File: src/rtl/row_wl_pkg.sv
// Shared types and helpers for the row wordline sequencer.
// Build option: ROW_WL_ACTIVE_LOW_EN selects active-low wordlines.
package row_wl_pkg;

  typedef enum logic [1:0] {
    ST_IDLE   = 2'd0,
    ST_ASSERT = 2'd1,
    ST_GAP    = 2'd2,
    ST_DONE   = 2'd3
  } state_e;

  localparam logic DIR_INC = 1'b0;
  localparam logic DIR_DEC = 1'b1;

  // Wraps explicitly so non-power-of-two row counts stay in range.
  function automatic int next_row(
    input int   row,
    input int   rows,
    input logic dir
  );
    if (dir == DIR_DEC)
      return (row == 0) ? rows - 1 : row - 1;
    else
      return (row == rows - 1) ? 0 : row + 1;
  endfunction

endpackage

File: src/rtl/row_onehot_dec.sv
// Enabled one-hot row decoder; addresses past the last row decode to zero.
// Build option: none (ROW_WL_ACTIVE_LOW_EN handled by the sequencer).
module row_onehot_dec #(
  parameter int ADDR_W = 4,
  parameter int ROWS   = 16
) (
  input  logic              en,
  input  logic [ADDR_W-1:0] addr,
  output logic [ROWS-1:0]   dec
);

  always_comb begin
    dec = '0;
    for (int i = 0; i < ROWS; i++)
      dec[i] = en && (32'(addr) == i);
  end

endmodule

File: src/rtl/row_wl_sequencer.sv
// Registered wordline burst sequencer with wrap, abort and range error.
// Build option: ROW_WL_ACTIVE_LOW_EN inverts wl_out (idle all-ones).
module row_wl_sequencer
  import row_wl_pkg::*;
#(
  parameter int ADDR_W    = 4,
  parameter int ROWS      = 16,
  parameter int LEN_W     = 4,
  parameter int PULSE_CYC = 2,
  parameter int GAP_CYC   = 1
) (
  input  logic              clk,
  input  logic              rst,
  input  logic              req_valid,
  output logic              req_ready,
  input  logic [ADDR_W-1:0] req_addr,
  input  logic [LEN_W-1:0]  req_len,
  input  logic              req_dir,
  input  logic              abort,
  output logic [ROWS-1:0]   wl_out,
  output logic [ADDR_W-1:0] cur_row,
  output logic              busy,
  output logic              done,
  output logic              err
);

  localparam int CMAX =
    (PULSE_CYC > GAP_CYC) ? PULSE_CYC : GAP_CYC;
  localparam int CW = $clog2(CMAX + 1);

`ifdef ROW_WL_ACTIVE_LOW_EN
  localparam logic [ROWS-1:0] WL_IDLE = {ROWS{1'b1}};
`else
  localparam logic [ROWS-1:0] WL_IDLE = '0;
`endif

  state_e            state, state_n;
  logic [ADDR_W-1:0] row_q, row_n, row_adv;
  logic [LEN_W-1:0]  rem_q, rem_n;
  logic              dir_q, dir_n;
  logic [CW-1:0]     cnt_q, cnt_n;
  logic              err_n;
  logic              pulse_end, gap_end, oor;
  logic [ROWS-1:0]   dec;

  assign row_adv   = ADDR_W'(next_row(32'(row_q), ROWS, dir_q));
  assign pulse_end = 32'(cnt_q) == PULSE_CYC - 1;
  assign gap_end   = 32'(cnt_q) == GAP_CYC - 1;
  assign oor       = 32'(req_addr) >= ROWS;

  always_comb begin
    state_n = state;
    row_n   = row_q;
    rem_n   = rem_q;
    dir_n   = dir_q;
    cnt_n   = cnt_q;
    err_n   = 1'b0;
    unique case (state)
      ST_IDLE: begin
        if (req_valid) begin
          if (oor) begin
            state_n = ST_DONE;
            err_n   = 1'b1;
          end else begin
            state_n = ST_ASSERT;
            row_n   = req_addr;
            rem_n   = req_len;
            dir_n   = req_dir;
            cnt_n   = '0;
          end
        end
      end
      ST_ASSERT: begin
        if (abort) begin
          state_n = ST_DONE;
        end else if (pulse_end) begin
          cnt_n = '0;
          if (rem_q == '0) begin
            state_n = ST_DONE;
          end else if (GAP_CYC > 0) begin
            state_n = ST_GAP;
          end else begin
            row_n = row_adv;
            rem_n = rem_q - 1'b1;
          end
        end else begin
          cnt_n = cnt_q + 1'b1;
        end
      end
      ST_GAP: begin
        if (abort) begin
          state_n = ST_DONE;
        end else if (gap_end) begin
          state_n = ST_ASSERT;
          row_n   = row_adv;
          rem_n   = rem_q - 1'b1;
          cnt_n   = '0;
        end else begin
          cnt_n = cnt_q + 1'b1;
        end
      end
      ST_DONE: state_n = ST_IDLE;
      default: state_n = ST_IDLE;
    endcase
  end

  row_onehot_dec #(
    .ADDR_W (ADDR_W),
    .ROWS   (ROWS)
  ) u_dec (
    .en   (state_n == ST_ASSERT),
    .addr (row_n),
    .dec  (dec)
  );

  always_ff @(posedge clk) begin
    if (rst) begin
      state  <= ST_IDLE;
      row_q  <= '0;
      rem_q  <= '0;
      dir_q  <= DIR_INC;
      cnt_q  <= '0;
      err    <= 1'b0;
      wl_out <= WL_IDLE;
    end else begin
      state  <= state_n;
      row_q  <= row_n;
      rem_q  <= rem_n;
      dir_q  <= dir_n;
      cnt_q  <= cnt_n;
      err    <= err_n;
      wl_out <= dec ^ WL_IDLE;
    end
  end

  assign cur_row   = row_q;
  assign req_ready = (state == ST_IDLE);
  assign busy      = (state != ST_IDLE);
  assign done      = (state == ST_DONE);

endmodule

File: config.mk
export PLATFORM = sky130hd
export DESIGN_NAME = row_wl_sequencer
export DESIGN_NICKNAME = d
export VERILOG_FILES = /design/src/rtl/row_wl_pkg.sv /design/src/rtl/row_onehot_dec.sv /design/src/rtl/row_wl_sequencer.sv
export SDC_FILE = /design/constraint.sdc
export NUM_CORES = 1
export LEC_CHECK = 0
export ABC_AREA = 1
export CORE_ASPECT_RATIO = 2
export CORE_MARGIN = 1
export CORE_UTILIZATION = 50
export DETAILED_ROUTE_END_ITERATION = 10
export HOLD_SLACK_MARGIN = 0.15
export MAX_ROUTING_LAYER = met4
export PLACE_DENSITY = 0.84
export SLEW_MARGIN = 10
export SYNTH_ARGS = -nofsm -noshare
export SYNTH_HDL_FRONTEND = slang
export SYNTH_HIERARCHICAL = 1
export SYNTH_SLANG_ARGS = --single-unit
File: constraint.sdc
create_clock -name clk -period 2.2 [get_ports clk]
set_clock_uncertainty 0.1 [all_clocks]
set_input_delay 0.44 -clock clk [delete_from_list [all_inputs] [get_ports clk]]
set_output_delay 0.44 -clock clk [all_outputs]
set_load 0.05 [all_outputs]
# Word-level counts from Yosys, hierarchy flattened
# Cells that the tools add are included.
[op_classes]
div_mod_pow = 0
n_eq_ne = 25
n_addsub = 4
reduce_logical = 27
n_bitwise = 0
n_mux = 24
mul = 0
n_shift = 0
order_cmp = 0
[ops]
columns = ["op", "n"]
rows = [
  ["4-bit two-way mux", 9],
  ["4-bit equality test, second input constant", 8],
  ["2-bit two-way mux", 10],
  ["4-bit by 3-bit equality test with 1-bit output, second input constant", 4],
  ["1-bit logical AND", 16],
  ["4-bit case mux with 2 select lines", 2],
  ["4-bit zero test", 3],
  ["4-bit by 1-bit equality test with 1-bit output, second input constant", 2],
  ["4-bit by 2-bit equality test with 1-bit output, second input constant", 2],
  ["2-bit inequality test, second input constant", 4],
  ["2-bit case mux with 4 select lines", 1],
  ["4-bit AND reduction", 2],
  ["4-bit by 1-bit subtractor with 4-bit output, second input constant", 2],
  ["2-bit by 1-bit equality test with 1-bit output, second input constant", 3],
  ["2-bit case mux with 3 select lines", 1],
  ["4-bit by 1-bit adder with 4-bit output, second input constant", 1],
  ["2-bit equality test, second input constant", 2],
  ["2-bit zero test", 2],
  ["2-bit nonzero test", 2],
  ["3-bit nonzero test", 1],
  ["2-bit by 1-bit adder with 2-bit output, second input constant", 1],
  ["2-bit AND reduction", 1],
  ["1-bit two-way mux", 1],
]
[word_totals]
wordCells = 86
mem_count = 0
latch_bits = 0
mem_bits_ro = 0
regBits = 29
input_bits = 13
ramBits = 0

# Longest topological paths before layout
[logic_depth]
ltp_word = 8
mapped_depth = 13
depth_no_buf = 13

# Modules after synthesis
# The synthesis kept the hierarchy.
[by_module_without_submodules]
columns = ["module", "n_inst", "cells_per_inst", "area_per_inst_um2", "seq_area_each_um2"]
rows = [
  ["row_wl_sequencer", 1, 218, 1511.4, 580.6],
  ["row_onehot_dec", 1, 33, 128.9, 0.0],
]

# Least setup slack after synthesis
# No wires, ideal clock.
[synth_path]
path_type = "reg-to-reg"
start = "reg state[0]"
end = "reg wl_out[4]"
arrival_time_ps = 2298
synth_period_minus_slack_ps = 2462
stages_incl_launch_ff = 13
required_ps = 2036
slack_ps = -262
path_cell_list = "dfxtp_1 > inv_1 > ha_1 > inv_1 > nand3_1 > nand2_1 > nand4_1 > nand2_1 > nor2_1 > nand3_1 > nor2_1 > inv_1 > nor2_1"
[synth_between]
elab_cells_between_ends = 14
cone_classes = "eq/ne: 5; mux: 7; reduce/logical: 2"
[synth_rtl]
columns = ["element", "line_no", "source"]
rows = [
  ["start, declared", "row_wl_sequencer.sv:37", "state_e state, state_n;"],
  ["start signal, assigned", "row_wl_sequencer.sv:126", "state <= state_n;"],
  ["2-bit zero test (*)", "-", ""],
  ["named net req_ready", "row_wl_sequencer.sv:15", "output logic req_ready,"],
  ["4-bit case mux with 2 select lines or 2-bit case mux with 4 select lines (tied branches)", "row_wl_sequencer.sv:58", "unique case (state)"],
  ["4-bit by 3-bit equality test with 1-bit output or 2-bit by 1-bit equality test with 1-bit output (tied branches)", "row_onehot_dec.sv:15, row_wl_sequencer.sv:111", ""],
  ["1-bit logical AND (*)", "row_onehot_dec.sv:15", "dec[i] = en && (32'(addr) == i);"],
  ["named net dec[4]", "row_wl_sequencer.sv:44", "logic [ROWS-1:0] dec;"],
  ["end signal, assigned", "row_wl_sequencer.sv:132", "wl_out <= dec ^ WL_IDLE;"],
  ["end, declared", "row_wl_sequencer.sv:20", "output logic [ROWS-1:0] wl_out,"],
]
# The timed path passes the listed nets; every way through them passes the cells marked *.
# A chain may end at the register's enable or synchronous reset.

# Final worst setup path
[layout_path]
start = "reg row_q[3], in the netlist cur_row[3]"
end = "out cur_row[3]"
[layout_rtl]
columns = ["element", "line_no", "source"]
rows = [
  ["start, declared", "row_wl_sequencer.sv:38", "logic [ADDR_W-1:0] row_q, row_n, row_adv;"],
  ["start signal, assigned", "row_wl_sequencer.sv:127", "row_q <= row_n;"],
  ["end, declared", "row_wl_sequencer.sv:21", "output logic [ADDR_W-1:0] cur_row,"],
]
# No word-level cell between the ends.

==> results.ini <==
[run_status]
status=finished, final reports clean

[synthesis]
netlist_instances=251
synth_mux_area_share_pct=0
syn-num-nets=275
synth_top_family_by_area=simple AND/OR/NAND/NOR gates
synthXorXnorAreaFrac_pct=0.5339
synth_compound_area_share_pct=9.535
netlist_area_sq_mm=0.001640
netlist-cell-type-count=24
yosys.area_share.simple_pct=32.27
seq_area_frac_synth_pct=35.39
syn-mean-instance-area_sq_um=6.535
ys_seq_elements=29
synth-adder-area-share_pct=8.391
ys.warnings.count=6

[detailed_routing]
antenna_left=0
wirelength_mm=4.183
drc=0
firstDrtPassIters=4
post_drt_wl_per_cell_um=12.52
top_layer_used=met4
routed_via_density=5.165
met1_length_mm=1.517
routed-wl-met2_mm=2.329
via_count=1725
drtIter0Drc=47
dr_wl_met3_um=138

[clocking]
post_cts_buffers=0
root_buffer=clkbuf_8
cts.clk_slew.worst_paths_ns=0.07
clockBufferDepth=2
cts_hold_buf=0
cts-resized-gates=0
clock_sinks=29
ctsHtreeMaxLevel=2
cts_made_buffers=5
cts_tree=yes
clk-insertion-delay-late_ns=0.29

[timing]
worst_pin_slew_ns=0.5073
drv_slew=0
period_minus_slack_ns=2.092
final-hold-violation-count=0
max_freq_ghz=0.4780
finalCritPeriodShare_pct=95.10
report.final.setup_viol=0
post-route-worst-setup-slack_ns=0.1078
rsz0062_at_grt=false
slew_headroom_pct=66.07

[setup_path]
path_delay_family=buffers and inverters
crit_arrival_ns=1.55
worstPathRequired_ns=1.66
critPathMaxStageDelay_ns=0.84
end_kind=output port
cp_slowest_cell=clkdlybuf4s50_1
crit_chain=clkdlybuf4s50_1
worstSetupPathType=reg -> out
start_kind=flip-flop
path_max_fanout=5
crit_buf_inv=1

[placed_design]
pre_cts_slack_ns=-0.1148
place.gp.congestion=0.8702
dpl_cell_area_sq_mm=0.002118
dpl.hpwl_mm=3.094
portBuffers=35

[layout]
areaGrowthSynthToFinish_pct=36.00
drive_gt1_share_pct=13.53
nets=327
antennaDiodeCount=0
finalInstanceArea_sq_mm=0.002231
utilization_pct=70.67

[die]
ios=37
core_sq_mm=0.003157
rows=29
start_util_pct=51.96
die_w_um=42.50
dieArea_sq_mm=0.003528
die_y_um=83

[global_routing]
antenna_found_initial=0
grt_pass1_wl_mm=6.906
grt_pass1_vias=1641
grt_max_degree=13
gr-usage-all-layers_pct=25.84
grt-ovfl-total=0

[power]
peakVddDrop_mv=0.5511
p_int_mw=1.018
p_per_area_mw_per_mm2=718.1
power.switching_mw=0.5838
combPwrFrac_pct=35.1
p_sw_share_pct=36.44
p_clk_share_pct=28.3
seqPwrFrac_pct=36.6
leakage_nw=1.028

[worst_hold_path]
hp-class=reg -> reg

[run]
cap_violations=0

[final cells by class]
cell class / count / area, sq um
flip-flops and latches: 29 / 583.1
fillers: 253 / 925.9
repair buffers: 51 / 475.5
inverters: 49 / 183.9
multi-input cells: 167 / 863.3
well taps: 31 / 38.79
clock buffers: 7 / 86.33
[metrics by stage]
stage / setup TNS (ns) / power (mW) / instances / hold slack (ns)
finish: 0 / 1.602 / 334 / 0.3910
global route: 0 / 1.682 / 334 / 0.4087
CTS: 0 / 1.585 / 334 / 0.3900
detailed placement: -1.081 / 1.137 / 327 / 0.3816
global placement: -0.5539 / 1.127 / 327 / 0.3634
floorplan: 0 / 0.9577 / 251 / 0.3566
[power by group through the flow]
stage / Combinational (mW) / Sequential, mW / Clock (mW)
5_1_grt: 0.614 / 0.590 / 0.477
6_report: 0.563 / 0.587 / 0.453
4_1_cts: 0.548 / 0.585 / 0.452
2_1_floorplan: 0.307 / 0.650 / 0
3_3_place_gp: 0.531 / 0.596 / 0
3_5_place_dp: 0.540 / 0.597 / 0
[Yosys cell counts (all sizes together)]
master | count | share of area, %
dfxtp | 29 | 35
clkbuf | 1 | 0.23
nand3 | 22 | 7.3
conb | 1 | 0.23
a22oi | 1 | 0.46
o21a | 1 | 0.46
inv | 49 | 11
a21boi | 1 | 0.46
nand4 | 4 | 1.5
ha | 11 | 8.4
buf | 5 | 2.2
a22o | 1 | 0.53
nand2 | 52 | 13
nor2 | 47 | 11
a21oi | 15 | 4.6
o21ai | 10 | 3.1
xor2 | 1 | 0.53
[sequential cells by signal, summed over array words and instances, names as in the netlist]
signal   count
state        2
cnt_q        2
wl_out      16
cur_row      4
dir_q        1
rem_q        4
[cell usage in the layout, fill, tap and decap left out, types with 4 or more instances in the layout]
master	n
nand4_1	4
dfxtp_1	27
clkdlybuf4s50_1	32
nor2_1	46
buf_4	18
clkbuf_8	6
inv_2	4
nand3_1	20
a21oi_1	15
inv_1	45
ha_1	8
nand2_2	4
o21ai_0	8
nand2_1	48
[cell families (layout without fill, tap and decap cells)]
family,count (synthesis),count (layout)
buffers and inverters,55,107
and+or+nand+nor,125,125
AOI/OAI and AO/OA,29,29
xor gates and xnor gates,1,1
adders and majority gates,11,11
other,1,1
DFF,29,29
[metal layers]
layer / vias to the layer above / global-route usage (%)
met1: 786 / 22.21
met3: 19 / 4.348
met4: 0 / 15.34
met2: 53 / 48.53
met5: - / -
li1: 867 / -
[final timing paths]
path | startpoint | to | slack, ns | cells past startpoint
hold reg to reg | rem_q[3] | rem_q[3] | 0.39 | 2
setup reg to reg | state[1] | wl_out[6] | 0.14 | 11
hold / removal | rem_q[3] | rem_q[3] | 0.39 | 2
setup / recovery | cur_row[3] | cur_row[3] | 0.11 | 1
No activity file was read; power rests on OpenSTA's default activity.
